**config.mk**
```make
export PLATFORM = sky130hd
export DESIGN_NAME = if_fetch_stage
export DESIGN_NICKNAME = d
export VERILOG_FILES = /design/src/rtl/if_fetch_stage.sv
export SDC_FILE = /design/constraint.sdc
export NUM_CORES = 1
export LEC_CHECK = 0
export ABC_AREA = 1
export BUFFER_PORTS_ARGS = -buffer_cell sky130_fd_sc_hd__buf_2
export CAP_MARGIN = 30
export CORE_UTILIZATION = 25
export DETAILED_ROUTE_END_ITERATION = 6
export GPL_ROUTABILITY_DRIVEN = 0
export PLACE_DENSITY = 0.51
export SLEW_MARGIN = 20
export SYNTH_ARGS = -nofsm -noshare
export SYNTH_HDL_FRONTEND = slang
export SYNTH_SLANG_ARGS = --single-unit
```
**constraint.sdc**
```tcl
create_clock -name clk -period 2.9 [get_ports clk]
set_input_delay 0.58 -clock clk [delete_from_list [all_inputs] [get_ports clk]]
set_output_delay 0.58 -clock clk [all_outputs]
set_load 0.005 [all_outputs]
```
**src/rtl/if_fetch_stage.sv**
```systemverilog
// if_fetch_stage: RV32I IF stage -- program counter, IMEM address and IF/ID register.
// Optional macro IF_PERF_CNT_EN adds perf_fetch_cnt / perf_stall_cnt outputs.
module if_fetch_stage #(
    parameter logic [31:0] RESET_PC   = 32'h0000_0000,
    parameter int unsigned IMEM_BYTES = 40,
    parameter logic [31:0] NOP_INSN   = 32'h0000_0013
) (
    input  logic        clk,
    input  logic        reset,
    input  logic        stall,
    input  logic        redirect_valid,
    input  logic [31:0] redirect_pc,
    output logic [31:0] imem_pc,
    input  logic [31:0] imem_ins,
    output logic [31:0] if_id_pc,
    output logic [31:0] if_id_ins,
    output logic        if_id_valid,
    output logic        fetch_halted,
`ifdef IF_PERF_CNT_EN
    output logic        misalign_err,
    output logic [31:0] perf_fetch_cnt,
    output logic [31:0] perf_stall_cnt
`else
    output logic        misalign_err
`endif
);

    typedef enum logic [1:0] {
        ACT_REDIRECT,
        ACT_STALL,
        ACT_FETCH,
        ACT_HALT
    } act_t;

    logic [31:0] pc;
    logic [32:0] pc_end;
    logic        in_range;
    act_t        act;

    // Range check is done one bit wider so a PC near 2^32 never wraps back in range.
    assign pc_end       = {1'b0, pc} + 33'd4;
    assign in_range     = (pc_end <= 33'(IMEM_BYTES));
    assign fetch_halted = !in_range;
    assign imem_pc      = pc;

    always_comb begin
        act = ACT_HALT;
        if (redirect_valid)
            act = ACT_REDIRECT;
        else if (stall)
            act = ACT_STALL;
        else if (in_range)
            act = ACT_FETCH;
    end

    always_ff @(posedge clk or posedge reset) begin
        if (reset) begin
            pc           <= RESET_PC;
            if_id_pc     <= '0;
            if_id_ins    <= NOP_INSN;
            if_id_valid  <= 1'b0;
            misalign_err <= 1'b0;
        end else begin
            misalign_err <= 1'b0;
            case (act)
                ACT_REDIRECT: begin
                    pc           <= {redirect_pc[31:2], 2'b00};
                    if_id_pc     <= '0;
                    if_id_ins    <= NOP_INSN;
                    if_id_valid  <= 1'b0;
                    misalign_err <= |redirect_pc[1:0];
                end
                ACT_STALL: ;
                ACT_FETCH: begin
                    pc          <= pc + 32'd4;
                    if_id_pc    <= pc;
                    if_id_ins   <= imem_ins;
                    if_id_valid <= 1'b1;
                end
                ACT_HALT: begin
                    if_id_pc    <= pc;
                    if_id_ins   <= NOP_INSN;
                    if_id_valid <= 1'b0;
                end
                default: ;
            endcase
        end
    end

`ifdef IF_PERF_CNT_EN
    always_ff @(posedge clk or posedge reset) begin
        if (reset) begin
            perf_fetch_cnt <= '0;
            perf_stall_cnt <= '0;
        end else begin
            if (act == ACT_FETCH)
                perf_fetch_cnt <= perf_fetch_cnt + 32'd1;
            if (act == ACT_STALL)
                perf_stall_cnt <= perf_stall_cnt + 32'd1;
        end
    end
`endif

endmodule
```
==> impl_metrics.py <==
metrics = {
    "setup_path": {
        "endpoint": "fetch_halted",
        "critPathArrivalTime_ps": 2370,
        "required_ps": 2320,
        "r2r-start": "imem_pc[3]$_DFFE_PP0P_",
        "r2r-end": "imem_pc[15]$_DFFE_PP0P_",
        "start_kind": "register",
        "reg2reg_slack_ps": 10,
        "critPathKind": "register to output port",
        "cp_max_fo": 7,
        "end_kind": "output port",
        "crit_path_start": "imem_pc[3]$_DFFE_PP0P_",
        "reg2reg_depth": 22,
    },
    "sta": {
        "slew-limit-headroom_pct": 52.8,
        "finalCriticalPeriod_ps": 2950,
        "clock_skew_ps": 6.32,
        "finalSetupViolCount": 1,
        "drv_slew": 0,
        "worst_slew_pin_slew_ps": 708,
        "max_freq_mhz": 339,
        "fin_ws_ps": -47.2,
        "rsz0062_at_grt": "yes",
        "hold_viol_final": 0,
        "post-route-period-util_pct": 102,
    },
    "clocking": {
        "clock_sinks": 95,
        "holdBufCountCts": 0,
        "path_clk_slew_ps": 70,
        "cts_tree": "done",
        "insertion_delay_ps": 350,
        "numCtsBuffers": 9,
        "ctsHtreeMaxLevel": 3,
        "root_buffer": "clkbuf_16",
        "cts_buffer_depth": 2,
    },
    "die": {
        "start_util_pct": 25.8,
        "rows": 52,
        "die_h_um": 147,
        "die_w_um": 147,
        "die_area_mm2": 0.0217,
        "io_pins": 167,
        "coreArea_mm2": 0.0204,
    },
    "yosys": {
        "ys_types": 31,
        "synth_edf_count": 0,
        "async_flop_share_pct": 100,
        "yosys_warnings": 0,
        "syn_area_mm2": 0.00527,
        "synth-seq-cells": 95,
        "synth_seq_area_share_pct": 45.2,
        "synth_ff_type": "dfrtp_1",
        "syn_area_per_cell_um2": 7.51,
        "syn_inst": 702,
    },
    "global_route": {
        "grt_max_degree": 96,
        "antenna_found_initial": 0,
        "grt_pass1_vias": 5377,
        "grt_pass1_wl_um": 29900,
        "grtUsageTotal_pct": 18.1,
        "overflow": 0,
    },
    "place": {
        "dpl_cell_area_mm2": 0.00666,
        "place_inst": 1146,
        "hpwl_um": 14200,
        "place_ws_ps": -18.7,
        "port_buffers": 164,
    },
    "drt": {
        "drt_iter0_markers": 228,
        "drt-total-wl_um": 20200,
        "vias": 5472,
        "ant_nets": 0,
        "drc_errors": 0,
        "first_pass_iters": 5,
        "vias_per_cell": 4.64,
        "wl_per_cell_um": 17.1,
    },
    "final_layout": {
        "layout-drive-gt1-share_pct": 33.4,
        "design_area_mm2": 0.00734,
        "diodes": 0,
        "syn2layout_area_growth_pct": 39.4,
        "nNetsFinal": 977,
        "instances_no_fill": 1180,
        "fillers": 2203,
    },
    "status": {
        "violations": "negative setup slack",
        "outcome": "finished, violations left",
    },
    "min_path": {
        "worstHoldPathType": "input pin to asynchronous set/reset pin",
    },
    "run": {
        "maxCapViolations": 0,
    },
    "pwr": {
        "p_leak_nw": 3.80,
        "vdd_drop_max_v": 0.000269,
        "power_density_mw_per_mm2": 491,
        "power.total_mw": 3.61,
    },
}
cell usage after synthesis, drive strengths merged (5+ instances only):
| cell type | number | share of area (%) |
|---|---|---|
| a22o | 29 | 4.8 |
| o21ai | 51 | 4.8 |
| nor2 | 81 | 6.9 |
| nand4 | 5 | 0.59 |
| a31oi | 9 | 1.1 |
| buf | 15 | 2.2 |
| clkbuf | 18 | 1.3 |
| inv | 52 | 3.7 |
| dfrtp | 92 | 44 |
| nand2 | 238 | 17 |
| nand3 | 89 | 8.8 |
| xor2 | 7 | 1.2 |
metal layers:
layer  track usage (%)  vias up  wire length, um
li1                  -     2689                -
met5                 0        -                0
met2              29.5      210             9320
met3              3.66       22             1180
met4              4.69        0              316
met1              24.3     2551             9380
per-stage QoR:
step | TNS, ps | utilization, % | hold slack [ps]
6_report | -47.2 | 36.0 | 369
3_5_place_dp | -18.7 | 32.6 | 468
5_1_grt | -6590 | 36.0 | 437
2_1_floorplan | 0 | - | 465
3_3_place_gp | 0 | 32.6 | 453
4_1_cts | 0 | 34.6 | 412
where the power goes:
part / internal (mW) / switching [mW] / total [mW]
combinational: 0.349 / 0.466 / 0.815
sequential: 1.44 / 0.0980 / 1.54
clock: 0.685 / 0.566 / 1.25
registers in the layout (all words and copies together) (netlist names):
register	count
if_id_ins	32
if_id_pc	31
if_id_valid	1
imem_pc	30
misalign_err	1
what timing repair did:
action	4_1_cts	5_1_grt
gates resized for setup	16	56
endpoints found under the setup margin	14	60
buffers inserted	8	5
pin swaps	9	14
gates cloned	0	5
final cells by class:
| type | instances | area, um2 | area share [%] |
|---|---|---|---|
| clock buffer | 10 | 229 | 3.12 |
| clock inverter | 6 | 76.3 | 1.04 |
| inverter | 53 | 213 | 2.90 |
| multi-input combinational | 522 | 2690 | 36.6 |
| sequential | 95 | 2390 | 32.5 |
| tap | 270 | 338 | 4.60 |
| timing repair buffer | 224 | 1420 | 19.3 |
worst max-delay path, cell delays in order, from the launching register on:
cell and delay [ps]:
dfrtp_1 370, buf_6 110, ha_4 150, nand2_4 60, nor2_4 230, nand2_4 110
buf_4 150, inv_1 60, nand2_1 60, nand2_1 80, nand2_1 50, nor2_1 80
nand2_1 90, nor2_4 160, nand3_4 110, buf_6 130
worst min path at each step:
stage / start / to / cells past startpoint / slack [ps]
after floorplan: if_id_pc[22]$_DFFE_PP0P_ / if_id_pc[22]$_DFFE_PP0P_ / 2 / 470
after global placement: if_id_pc[22]$_DFFE_PP0P_ / if_id_pc[22]$_DFFE_PP0P_ / 2 / 450
after detailed placement: if_id_pc[8]$_DFFE_PP0P_ / if_id_pc[8]$_DFFE_PP0P_ / 2 / 470
after CTS: reset / if_id_ins[10]$_DFFE_PP0P_ / 3 / 410
after global routing: reset / if_id_ins[10]$_DFFE_PP0P_ / 3 / 440
final: reset / if_id_ins[10]$_DFFE_PP0P_ / 3 / 370
kinds of logic (layout without fill, tap and decap cells):
logic type / after synthesis / in the layout / synth area share [%]
adders and majority gates: 4 / 4 / 0.950
buffers and inverters: 86 / 293 / 7.27
and+or+nand+nor: 415 / 415 / 33.9
AOI/OAI and AO/OA: 94 / 94 / 11.5
other: 1 / 2 / 0.0712
xor gates and xnor gates: 7 / 7 / 1.16
DFF: 95 / 95 / 45.2
cells in the final DEF (no fill, tap or decap), types with 2 or more instances in the layout:
master,count
nand2_1,221
xor2_1,6
buf_4,48
dfrtp_2,4
inv_8,2
o22a_1,3
nand3_2,2
clkinvlp_4,3
inv_1,48
o21ai_2,6
ha_4,3
nand3_4,2
a22o_1,29
nand4_1,5
nor2_1,59
dfstp_2,3
buf_8,2
nand2_2,12
a31oi_1,9
dfrtp_1,88
conb_1,2
buf_12,5
clkbuf_16,12
buf_2,163
nand3_1,85
nand2_4,5
inv_6,3
nor2_4,8
nor2_2,14
buf_6,3
o21ai_1,13
o21ai_0,31
Note: power is estimated with default switching activity, not from simulation.
